[src/rtl/roq_ld_sched.sv]
// Load scheduler in front of a reorder queue: round-robin grants to four requesters,
// tracks request order so in-order ROQ data is steered back to the right requester.
module roq_ld_sched #(
    parameter int NREQ     = 4,
    parameter int MAX_OUTS = 64
) (
    input  logic                 clk,
    input  logic                 reset_n,
    input  logic [NREQ-1:0]      rq_vld,
    input  logic [NREQ*48-1:0]   rq_addr,
    output logic [NREQ-1:0]      rq_rdy,
    output logic                 mc_rd_rq,
    output logic [47:0]          mc_rq_vadr,
    output logic [7:0]           mc_rq_rtnctl,
    input  logic                 mc_rd_rq_stall,
    output logic                 roq_req_ld,
    input  logic [7:0]           roq_req_tid,
    input  logic                 roq_tid_avail,
    input  logic [63:0]          roq_dout,
    input  logic                 roq_dout_vld,
    output logic                 roq_pop,
    output logic [NREQ-1:0]      rs_vld,
    output logic [63:0]          rs_data,
    input  logic [NREQ-1:0]      rs_stall,
    output logic                 idle,
    output logic                 ord_err
);

    localparam logic [7:0] MAX_OUTS_C = 8'(MAX_OUTS);

    logic [1:0]      rr_ptr_q;
    logic [7:0]      outs_cnt_q [NREQ];
    logic [7:0]      outs_cnt_d [NREQ];
    logic [1:0]      ord_mem_q  [256];
    logic [7:0]      wr_ptr_q;
    logic [7:0]      rd_ptr_q;
    logic [8:0]      ord_cnt_q;
    logic            mc_rd_rq_q;
    logic [47:0]     mc_rq_vadr_q;
    logic [7:0]      mc_rq_rtnctl_q;
    logic [NREQ-1:0] rs_vld_q;
    logic [63:0]     rs_data_q;
    logic            ord_err_q;

    logic [NREQ-1:0] elig_s;
    logic            can_grant_s;
    logic            found_s;
    logic [1:0]      grant_id_s;
    logic [1:0]      head_id_s;
    logic            fifo_empty_s;
    logic            fifo_full_s;
    logic            pop_s;
    logic            outs_zero_s;

    assign fifo_empty_s = (ord_cnt_q == 9'd0);
    assign fifo_full_s  = (ord_cnt_q == 9'd256);
    assign head_id_s    = ord_mem_q[rd_ptr_q];
    // Grants and pops are forced off while reset is asserted, not just after it.
    assign can_grant_s  = reset_n && roq_tid_avail && !mc_rd_rq_stall && !fifo_full_s;
    assign pop_s        = reset_n && roq_dout_vld && !fifo_empty_s && !rs_stall[head_id_s];

    // Eligibility, next outstanding counts and the all-zero summary for idle.
    always_comb begin
        outs_zero_s = 1'b1;
        for (int i = 0; i < NREQ; i++) begin
            elig_s[i]     = rq_vld[i] && (outs_cnt_q[i] < MAX_OUTS_C);
            outs_cnt_d[i] = outs_cnt_q[i]
                          + (((found_s && grant_id_s == 2'(i))) ? 8'd1 : 8'd0)
                          - (((pop_s && head_id_s == 2'(i))) ? 8'd1 : 8'd0);
            outs_zero_s   = outs_zero_s & (outs_cnt_q[i] == 8'd0);
        end
    end

    // Round-robin search starting at rr_ptr; first eligible requester wins.
    always_comb begin : arb
        logic [1:0] idx_v;
        logic       hit_v;
        found_s    = 1'b0;
        grant_id_s = 2'd0;
        idx_v      = 2'd0;
        hit_v      = 1'b0;
        for (int k = 0; k < NREQ; k++) begin
            idx_v      = rr_ptr_q + 2'(k);
            hit_v      = can_grant_s && elig_s[idx_v] && !found_s;
            grant_id_s = hit_v ? idx_v : grant_id_s;
            found_s    = found_s | hit_v;
        end
    end

    // Order FIFO storage; contents are only read while the count is non-zero.
    always_ff @(posedge clk) begin
        if (found_s) begin
            ord_mem_q[wr_ptr_q] <= grant_id_s;
        end else begin
            ord_mem_q[wr_ptr_q] <= ord_mem_q[wr_ptr_q];
        end
    end

    // Scheduler state and registered memory/return outputs.
    always_ff @(posedge clk or negedge reset_n) begin
        if (!reset_n) begin
            rr_ptr_q       <= 2'd0;
            wr_ptr_q       <= 8'd0;
            rd_ptr_q       <= 8'd0;
            ord_cnt_q      <= 9'd0;
            mc_rd_rq_q     <= 1'b0;
            mc_rq_vadr_q   <= 48'd0;
            mc_rq_rtnctl_q <= 8'd0;
            rs_vld_q       <= '0;
            rs_data_q      <= 64'd0;
            ord_err_q      <= 1'b0;
            for (int i = 0; i < NREQ; i++) begin
                outs_cnt_q[i] <= 8'd0;
            end
        end else begin
            rr_ptr_q   <= found_s ? (grant_id_s + 2'd1) : rr_ptr_q;
            wr_ptr_q   <= wr_ptr_q + (found_s ? 8'd1 : 8'd0);
            rd_ptr_q   <= rd_ptr_q + (pop_s ? 8'd1 : 8'd0);
            ord_cnt_q  <= ord_cnt_q + (found_s ? 9'd1 : 9'd0) - (pop_s ? 9'd1 : 9'd0);
            mc_rd_rq_q <= found_s;
            if (found_s) begin
                mc_rq_vadr_q   <= rq_addr[48*int'(grant_id_s) +: 48];
                mc_rq_rtnctl_q <= roq_req_tid;
            end else begin
                mc_rq_vadr_q   <= mc_rq_vadr_q;
                mc_rq_rtnctl_q <= mc_rq_rtnctl_q;
            end
            rs_vld_q  <= pop_s ? (NREQ'(1) << head_id_s) : '0;
            rs_data_q <= pop_s ? roq_dout : rs_data_q;
            ord_err_q <= ord_err_q | (roq_dout_vld && fifo_empty_s);
            for (int i = 0; i < NREQ; i++) begin
                outs_cnt_q[i] <= outs_cnt_d[i];
            end
        end
    end

    assign rq_rdy       = found_s ? (NREQ'(1) << grant_id_s) : '0;
    assign roq_req_ld   = found_s;
    assign roq_pop      = pop_s;
    assign mc_rd_rq     = mc_rd_rq_q;
    assign mc_rq_vadr   = mc_rq_vadr_q;
    assign mc_rq_rtnctl = mc_rq_rtnctl_q;
    assign rs_vld       = rs_vld_q;
    assign rs_data      = rs_data_q;
    assign ord_err      = ord_err_q;
    assign idle         = fifo_empty_s && outs_zero_s && (rs_vld_q == '0);

endmodule
[config.mk]
export PLATFORM = sky130hd
export DESIGN_NAME = roq_ld_sched
export DESIGN_NICKNAME = d
export VERILOG_FILES = /design/src/rtl/roq_ld_sched.sv
export SDC_FILE = /design/constraint.sdc
export NUM_CORES = 1
export LEC_CHECK = 0
export BUFFER_PORTS_ARGS = -buffer_cell sky130_fd_sc_hd__buf_2
export CORE_MARGIN = 1.5
export CORE_UTILIZATION = 30
export DETAILED_ROUTE_END_ITERATION = 7
export PLACE_DENSITY = 0.45
export SLEW_MARGIN = 20
export SYNTH_ARGS = -nofsm -noshare
export SYNTH_HDL_FRONTEND = slang
export SYNTH_SLANG_ARGS = --single-unit
export TNS_END_PERCENT = 5
[constraint.sdc]
create_clock -name clk -period 17.3 [get_ports clk]
set_input_delay 2.595 -clock clk [delete_from_list [all_inputs] [get_ports clk]]
set_output_delay 2.595 -clock clk [all_outputs]
set_load 0.005 [all_outputs]
# --- Yosys cells after proc, flatten, opt, wreduce, memory -nomap -nowiden ---
# Memories as Yosys holds them, arrays and structs flattened.
# Index checks and enable logic that the tools add are counted.
totals:
  n_memories: 1
  output_inout_bits: 133
  ram_bits: 512
  in_bits: 277
  wordCells: 136
  reg_bits: 185
memory_table:
  columns: ["memory", "depth", "width", "read_ports", "rd_clocked_by_memory_dff", "write_ports", "line_no", "source"]
  rows:
  - ["ord_mem_q", 256, 2, 1, 0, 1, "34", "logic [1:0] ord_mem_q [256];"]
op_classes:
  reduce_logical: 44
  muxes: 32
  shift: 3
  magnitude_cmp: 9
  addsub: 16
  mul: 1
  bitwise_logic: 8
  eq_ne: 8
op_table:
  columns: ["cell", "n"]
  rows:
  - ["192-bit by 9-bit indexed part select with 48-bit output", 1]
  - ["8-bit by 1-bit adder with 8-bit output", 6]
  - ["8-bit zero test", 4]
  - ["8-bit by 7-bit < comparator with 1-bit output, second input constant", 4]
  - ["8-bit by 1-bit subtractor with 8-bit output", 4]
  - ["1-bit logical AND", 28]
  - ["1-bit two-way mux", 20]
  - ["2-bit by 3-bit < comparator with 1-bit output, second input constant", 5]
  - ["1-bit binary-select mux with 2-bit select", 5]
  - ["2-bit two-way mux", 5]
  - ["9-bit by 1-bit adder with 9-bit output", 1]
  - ["9-bit == test, second input constant", 1]
  - ["9-bit zero test", 1]
  - ["9-bit by 1-bit subtractor with 9-bit output", 1]
  - ["2-bit == test, second input constant", 4]
  - ["4-bit two-way mux", 2]
  - ["1-bit by 2-bit left shift with 4-bit output, first input constant", 2]
  - ["1-bit zero test", 7]
  - ["1-bit OR", 5]
  - ["2-bit by 1-bit adder with 2-bit output, second input constant", 2]
  - ["2-bit adder, second input constant", 2]
  - ["2-bit by 1-bit == test with 1-bit output, second input constant", 2]
  - ["2-bit zero test", 2]
  - ["4-bit zero test", 1]
  - ["4 further kinds", 6]

# --- Longest topological paths before layout ---
# Gate-level depths: netlist of run 1.
logic_depth:
  depth_word: 19
  mapped_depth: 30
  mapped_depth_nobuf: 21

# --- Worst setup path before layout of run 1 ---
# OpenSTA, ideal clock, no wires.
synth_path:
  kind: "input -> output"
  from: "input rq_vld[0]"
  to: "output rq_rdy[0]"
  path_stages: 9
  required_time_ns: 14.705
  path_slack_ns: 6.718
  path_buffers: 1
  arrival_time_ns: 7.987
  cell_sequence: "nand2_1 nor2_1 a31oi_1 nor2_1 a2111o_1 clkinv_1 clkbuf_1 or3_1 inv_1"
synth_between:
  elab_chain_len: 15
synth_lines:
  columns: ["item", "line_no", "source"]
  rows:
  - ["start, declared", "9", "input logic [NREQ-1:0] rq_vld,"]
  - ["1-bit logical AND *", "66", "elig_s[i] = rq_vld[i] && (outs_cnt_q[i] < MAX_OUTS_C);"]
  - ["1-bit binary-select mux with 2-bit select", "84", "hit_v = can_grant_s && elig_s[idx_v] && !found_s;"]
  - ["1-bit two-way mux (implied by the code)", "84", null]
  - ["1-bit logical AND", "84", null]
  - ["1-bit zero test", "84", null]
  - ["1-bit logical AND", "84", null]
  - ["1-bit OR", "86", "found_s = found_s | hit_v;"]
  - ["1-bit zero test", "84", null]
  - ["1-bit logical AND", "84", null]
  - ["1-bit OR", "86", null]
  - ["1-bit zero test", "84", null]
  - ["1-bit logical AND", "84", null]
  - ["2-bit two-way mux *", "85", "grant_id_s = hit_v ? idx_v : grant_id_s;"]
  - ["named net grant_id_s[0]", "48", "logic [1:0] grant_id_s;"]
  - ["1-bit by 2-bit left shift with 4-bit output *", "137", "assign rq_rdy = found_s ? (NREQ'(1) << grant_id_s) : '0;"]
  - ["4-bit two-way mux *", "137", null]
  - ["end, declared", "11", "output logic [NREQ-1:0] rq_rdy,"]
# Mark *: on every way through the listed nets, which the timed path passes. The rest lies on a longest branch. The select of a mux whose other input is x is not followed.

# --- Worst setup path after layout of run 1 ---
layout_path:
  from: "register rd_ptr_q[0]"
  to: "output roq_pop"
layout_between:
  elab_chain_len: 5
layout_lines:
  columns: ["item", "line_no", "source"]
  rows:
  - ["start, declared", "36", "logic [7:0] rd_ptr_q;"]
  - ["start signal, assigned", "118", "rd_ptr_q <= rd_ptr_q + (pop_s ? 8'd1 : 8'd0);"]
  - ["memory read 256 x 2 bit", null, null]
  - ["1-bit binary-select mux with 2-bit select", "60", "assign pop_s = reset_n && roq_dout_vld && !fifo_empty_s && !rs_stall[head_id_s];"]
  - ["1-bit two-way mux (implied by the code)", "60", null]
  - ["1-bit zero test", "60", null]
  - ["1-bit logical AND", "60", null]
  - ["end, declared", "21", "output logic roq_pop,"]
# Every way passes these cells. The select of a mux whose other input is x is not followed.

==> impl_metrics.csv, run 1 <==
group,metric,value,unit
timing,setup_viol,0,
clock_tree,insertion_delay,0.64,ns
logic_synthesis,syn_inst,2148,
placed_design,place_area,0.0339,mm^2
logic_synthesis,synth_warnings,0,
power,power,5.72,mW
die,rows,116,
drt,dr.pass1.iters,5,
clock_tree,ctsResizeCount,0,
die,start_util,0.304,
drt,drc,0,
critical_path,path_class,"reg2out",
worst_hold_path,hold_class,"reg2reg",
logic_synthesis,async_reset_ff_frac,0.265,
timing,relSlewSlack,0.217,
finish,fin_cells,3958,
critical_path,crit_path_max_incr_delay,0.72,ns
finish,design_area,0.0365,mm^2
logic_synthesis,synth_top_flop_cell,"edfxtp_1",
die,fp.dieH,322,um
flow_run,maxCapViolCount,0,
finish,nNetsFinal,2875,
timing,worstMarginPinSlew,1.17,ns
clock_tree,cts.path.max_buffers,3,
critical_path,cp.buffers_inverters,4,
critical_path,cpLargestDelayFamily,"buffers and inverters",
clock_tree,clk_pin_slew,0.05,ns
timing,slew_violations,0,
finish,drive_above_1_share,0.291,
drt,routed_wl,95.2,mm
grt,grt_pass1_vias,20300,
finish,fillCellCount,9769,
finish,layout_commonest_cell,"edfxtp_1",
critical_path,crit_path_end_kind,"output port",
finish,final_cell_mix,"512 x edfxtp_1, 408 x buf_2, 292 x nor2_1, 210 x nand2_1, 182 x dfrtp_1",
drt,drtIter0Drc,1297,
logic_synthesis,avgSynthCellArea,14.2,um^2
critical_path,arrival,6.41,ns
drt,vias,19500,
timing,rsz0062_at_grt,"no",
clock_tree,cts_tree,"yes",
placed_design,io_buffers,409,
timing,period_needed,9.01,ns
grt,grtUsageTotal,0.183,
clock_tree,cts_hold_buf,0,
logic_synthesis,syn-num-nets,2492,
placed_design,hpwlAfterDp,62.7,mm
timing,finalHoldViolCount,0,
drt,ant_nets,0,
grt,grt_max_degree,191,
critical_path,crit_fanout,93,
die,die_area,0.104,mm^2
power,p_per_area,157,mW/mm^2
grt,overflow,0,
die,io_pins,410,
drt,drt-wirelength-per-cell,24.1,um
power,p_leak,13.7,nW
power,ir_worst_vdd,0.112,mV
critical_path,worst_setup_path_start_kind,"flip-flop",
clock_tree,postCtsSetupBuffers,0,
logic_synthesis,ys_types,57,
outcome,outcome,"finished clean",
placed_design,globalplace.congestion,0.923,
drt,via_per_inst,4.93,
critical_path,crit_path_top_delay_cell,"dfrtp_4",
clock_tree,cts.sinks,697,
timing,skew,0.0248,ns
timing,fmaxAchievable,111,MHz
logic_synthesis,syn-cell-area,0.0305,mm^2
clock_tree,cts-root-buf,"clkbuf_16",
critical_path,required,14.70,ns
finish,syn_to_final_growth,19.6,%
logic_synthesis,synth_enable_flop_cells,512,
placed_design,dp.cells,3806,
critical_path,crit_chain,"buf_12 -> buf_4 -> mux4_2 -> mux2i_1 -> o22ai_1 -> a21oi_1 -> nor4bb_1 -> a221oi_2 -> mux4_2 -> nor2_4 -> buf_4 -> buf_2",
logic_synthesis,synth-seq-cells,697,
clock_tree,numCtsBuffers,80,
grt,antenna_found_initial,4,
timing,period_share,0.521,
timing,fin_tns_setup,0,ns
grt,grt_pass1_wl,139,mm
clock_tree,htree_levels,3,
logic_synthesis,ys_seq_area_frac,0.655,
die,die_w,322,um
die,core_area,0.100,mm^2
==> Yosys cell counts, types with 7 or more instances <==
master / instances / area, um^2
buf_6: 13 / 146
nand3_1: 35 / 175
mux2_2: 67 / 754
buf_1: 7 / 26.3
ha_1: 62 / 776
clkbuf_1: 94 / 353
o22ai_1: 13 / 81.3
and3_1: 7 / 43.8
o21ai_0: 63 / 315
o21bai_1: 11 / 82.6
xnor2_1: 23 / 201
nor3_1: 9 / 45.0
o221ai_1: 9 / 78.8
mux2i_1: 61 / 611
buf_2: 13 / 65.1
a221oi_1: 53 / 464
a21oi_1: 92 / 460
xor2_1: 22 / 193
inv_1: 75 / 282
or2_2: 8 / 50.1
nand4_1: 10 / 62.6
edfxtp_1: 512 / 15400
nor2b_1: 12 / 75.1
buf_4: 7 / 52.6
dfrtp_1: 185 / 4630
nand2_1: 210 / 788
mux4_2: 116 / 2610
nor2_1: 292 / 1100
==> state kept, by name, indices dropped and copies added (netlist names) <==
signal        count
mc_rq_vadr       48
ord_err           1
rs_data          64
wr_ptr_q          8
outs_cnt_q       32
rr_ptr_q          2
rs_vld            4
mc_rd_rq          1
mc_rq_rtnctl      8
ord_cnt_q         9
ord_mem_q       512
rd_ptr_q          8
==> final timing paths <==
| kind | from | endpoint | slack (ns) | depth (start not counted) |
|---|---|---|---|---|
| max in group asynchronous | reset_n | rs_data[5] | 13.88 | 2 |
| hold reg to reg | mc_rq_vadr[29] | mc_rq_vadr[29] | 0.47 | 2 |
| hold / removal | mc_rq_vadr[29] | mc_rq_vadr[29] | 0.47 | 2 |
| setup / recovery | rd_ptr_q[0] | roq_pop | 8.29 | 12 |
| setup reg to reg | rd_ptr_q[0] | outs_cnt_q[6] | 9.69 | 24 |
| min in group asynchronous | reset_n | mc_rq_vadr[11] | 1.98 | 1 |
==> worst register-to-register path: cells and delay by family (launching register included) <==
| kind | cells | cell delay, ns |
|---|---|---|
| xor gates and xnor gates | 1 | 0.12 |
| AOI/OAI and AO/OA | 6 | 0.91 |
| muxes | 3 | 1.40 |
| adders and majority gates | 3 | 0.85 |
| buffers and inverters | 6 | 2.32 |
| and+or+nand+nor | 5 | 1.18 |
| DFF | 1 | 0.72 |
==> metrics by stage <==
stage	hold slack, ns	util	worst slack [ns]
after floorplan	0.468	-	6.72
after global placement	0.458	0.337	8.58
after detailed placement	0.463	0.337	8.61
after CTS	0.477	0.363	8.03
after global routing	0.505	0.363	7.74
final	0.469	0.363	8.29
==> layout make-up <==
cell class              instances  area [um^2]  share of cell area
clock buffers                 110         2200              0.0602
inverters                      77          297             0.00812
clock inverters                36          415              0.0114
flip-flops and latches        697        20000               0.548
multi-input cells            1237         9560               0.262
diodes                          6         15.0            0.000411
well taps                    1357         1700              0.0465
repair buffers                438         2300              0.0631
==> metal layers <==
layer,part of all wire,track usage,up-vias
met2,0.47,0.296,625
met4,0.021,0.0459,2
li1,-,-,8746
met5,0.00014,0,-
met3,0.055,0.0336,113
met1,0.45,0.253,10000
==> kinds of logic (layout without fill, tap and decap cells) <==
family,after synthesis,count (layout),synth area share
muxes,249,249,0.133
xor gates and xnor gates,45,45,0.0129
and+or+nand+nor,607,607,0.0822
adders and majority gates,67,67,0.0287
other,0,6,0
DFF,697,697,0.655
buffers and inverters,214,661,0.0320
AOI/OAI and AO/OA,269,269,0.0562
==> where the power goes <==
group / switching (mW) / leakage [nW] / internal, mW / total [mW]
Combinational: 0.998 / 5.49 / 0.812 / 1.81
Sequential: 0.172 / 6.96 / 2.03 / 2.20
Clock: 0.693 / 1.27 / 1.01 / 1.70
Power figures use the tool's default switching activity.
==> run 2, diff against run 1 <==
- PLACE_DENSITY: 0.45 -> 0.47
- clock period: 17.3 -> 7.9 ns (I/O delays scaled with it)
==> run 2 against run 1 <==
Critical endpoint unchanged. Sequential power up 120%. Global-route usage down 0.66 points. Sequential cell count is the same. Critical path depth fell by 1. Combinational power increased by 110%. Clock skew is 0.0077 ns higher. Power rose by 120%.
==> impl_metrics.csv, run 2 (synthesis gave the netlist of run 1 again) <==
group,metric,value,unit
flow_run,maxCapViolCount,0,
critical_path,path_class,"reg2out",
critical_path,crit_path_max_incr_delay,0.96,ns
timing,fin_tns_setup,0,ns
power,p_int,8.51,mW
finish,drive_above_1_share,0.297,
drt,dr.pass1.iters,5,
drt,drc,0,
critical_path,crit_path_top_delay_cell,"dfrtp_4",
timing,skew,0.0325,ns
timing,period_share,0.872,
outcome,outcome,"finished clean",
clock_tree,htree_levels,3,
timing,relSlewSlack,0.272,
drt,routed_wl,92.5,mm
placed_design,io_buffers,409,
grt,grt_pass1_wl,134,mm
grt,grt_max_degree,256,
die,fp.dieH,322,um
power,p_per_area,342,mW/mm^2
clock_tree,ctsResizeCount,0,
worst_hold_path,hold_class,"reg2reg",
die,start_util,0.304,
drt,drtIter0Drc,1551,
timing,worstMarginPinSlew,1.09,ns
finish,final_util,0.365,
critical_path,arrival,5.70,ns
placed_design,hpwlAfterDp,61.7,mm
clock_tree,numCtsBuffers,81,
die,core_area,0.100,mm^2
finish,syn_to_final_growth,20.1,%
clock_tree,postCtsSetupBuffers,0,
timing,slew_violations,0,
die,die_w,322,um
clock_tree,cts.path.max_buffers,3,
power,p_sw,4.03,mW
clock_tree,cts-root-buf,"clkbuf_16",
power,p_leak,13.8,nW
timing,setup_viol,0,
power,ir_worst_vdd,0.160,mV
finish,largest_reg_flops,512,
drt,ant_nets,0,
power,netSwitchingFraction,0.321,
critical_path,worst_setup_path_start_kind,"flip-flop",
critical_path,crit_chain,"inv_1 -> buf_4 -> mux2i_1 -> o21a_1 -> a221oi_1 -> o22ai_1 -> o22ai_1 -> mux4_2 -> nor2_4 -> buf_4 -> buf_2",
die,rows,116,
finish,final_cell_mix,"512 x edfxtp_1, 408 x buf_2, 292 x nor2_1, 210 x nand2_1, 182 x dfrtp_1",
grt,overflow,0,
timing,rsz0062_at_grt,"no",
grt,grt_pass1_vias,20100,
grt,antenna_found_initial,12,
drt,drt-wirelength-per-cell,23.3,um
clock_tree,clk_pin_slew,0.06,ns
drt,vias,19500,
timing,fmaxAchievable,145,MHz
finish,nNetsFinal,2880,
clock_tree,cts_hold_buf,0,
clock_tree,insertion_delay,0.64,ns
finish,regMostFlops,"ord_mem_q",
power,pwr-share-comb,0.308,
die,io_pins,410,
critical_path,required,6.71,ns
placed_design,globalplace.congestion,0.996,
timing,period_needed,6.89,ns
finish,layout_commonest_cell,"edfxtp_1",
critical_path,crit_path_end_kind,"output port",
die,die_area,0.104,mm^2
power,power_frac_clock,0.301,
critical_path,crit_fanout,65,
clock_tree,cts_tree,"yes",
drt,via_per_inst,4.91,
timing,finalHoldViolCount,0,
clock_tree,cts.sinks,697,
grt,grtUsageTotal,0.176,
power,pwr-share-seq,0.391,
==> run 2: changes by cell type in the layout (fill, tap and decap cells not counted), sizes merged <==
| cell | delta |
|---|---|
| diode | +2 |
| clkinvlp | +1 |
| clkbuf | +2 |
| bufinv | -1 |
| buf | +4 |
| clkinv | +1 |
==> run 2: critical path: cells and delay by family (launching register included) <==
family | cells | cell delay [ns]
multiplexers | 2 | 0.70
AND/OR/NAND/NOR | 1 | 0.17
AO/OA/AOI/OAI | 4 | 1.47
buffers and inverters | 4 | 1.64
flip-flops | 1 | 0.96
==> run 2: metal layers <==
layer / track usage / up-vias / wire length (um)
li1: - / 8750 / -
met1: 0.242 / 9950 / 40800
met2: 0.282 / 637 / 43900
met3: 0.0375 / 116 / 6040
met4: 0.0492 / 8 / 1780
met5: 0 / - / 46
==> run 2: path summary, 6_finish.rpt <==
| path | from | end | slack (ns) | cells past startpoint |
|---|---|---|---|---|
| worst min-delay path | mc_rq_rtnctl[5] | mc_rq_rtnctl[5] | 0.47 | 2 |
| worst max-delay path | rd_ptr_q[1] | roq_pop | 1.01 | 11 |
| max in group asynchronous | reset_n | rs_data[0] | 5.89 | 2 |
| min in group asynchronous | reset_n | mc_rq_vadr[8] | 0.52 | 1 |
| worst min register to register | mc_rq_rtnctl[5] | mc_rq_rtnctl[5] | 0.47 | 2 |
| worst max register to register | rd_ptr_q[1] | outs_cnt_q[31] | 1.67 | 19 |
==> run 2: through the flow <==
stage / cells / hold WS [ns] / worst slack (ns) / total power, mW / area [um^2]
after floorplan: 2148 / 0.468 / -0.230 / 7.55 / 30500
after global routing: 3966 / 0.492 / 0.683 / 13.3 / 36600
after CTS: 3958 / 0.475 / 0.867 / 12.7 / 36600
after global placement: 3809 / 0.451 / 1.62 / 8.83 / 33900
final: 3967 / 0.470 / 1.01 / 12.5 / 36600
after detailed placement: 3809 / 0.462 / 1.56 / 8.89 / 33900
==> run 2: final cells by class <==
| type | count | area (um^2) |
|---|---|---|
| fillers | 9694 | 63800 |
| flip-flops and latches | 697 | 20000 |
| multi-input cells | 1237 | 9570 |
| repair buffers | 442 | 2360 |
| clock buffers | 112 | 2300 |
| well taps | 1357 | 1700 |
| clock inverters | 37 | 383 |
| inverters | 77 | 297 |
| diodes | 8 | 20.0 |
==> run 2: power by group through the flow <==
stage	Combinational (mW)	Sequential, mW	Clock [mW]
after floorplan	2.78	4.77	0
after global placement	3.85	4.97	0
after detailed placement	3.90	4.99	0
after CTS	3.92	4.92	3.89
after global routing	4.26	4.98	4.02
final	3.86	4.91	3.78
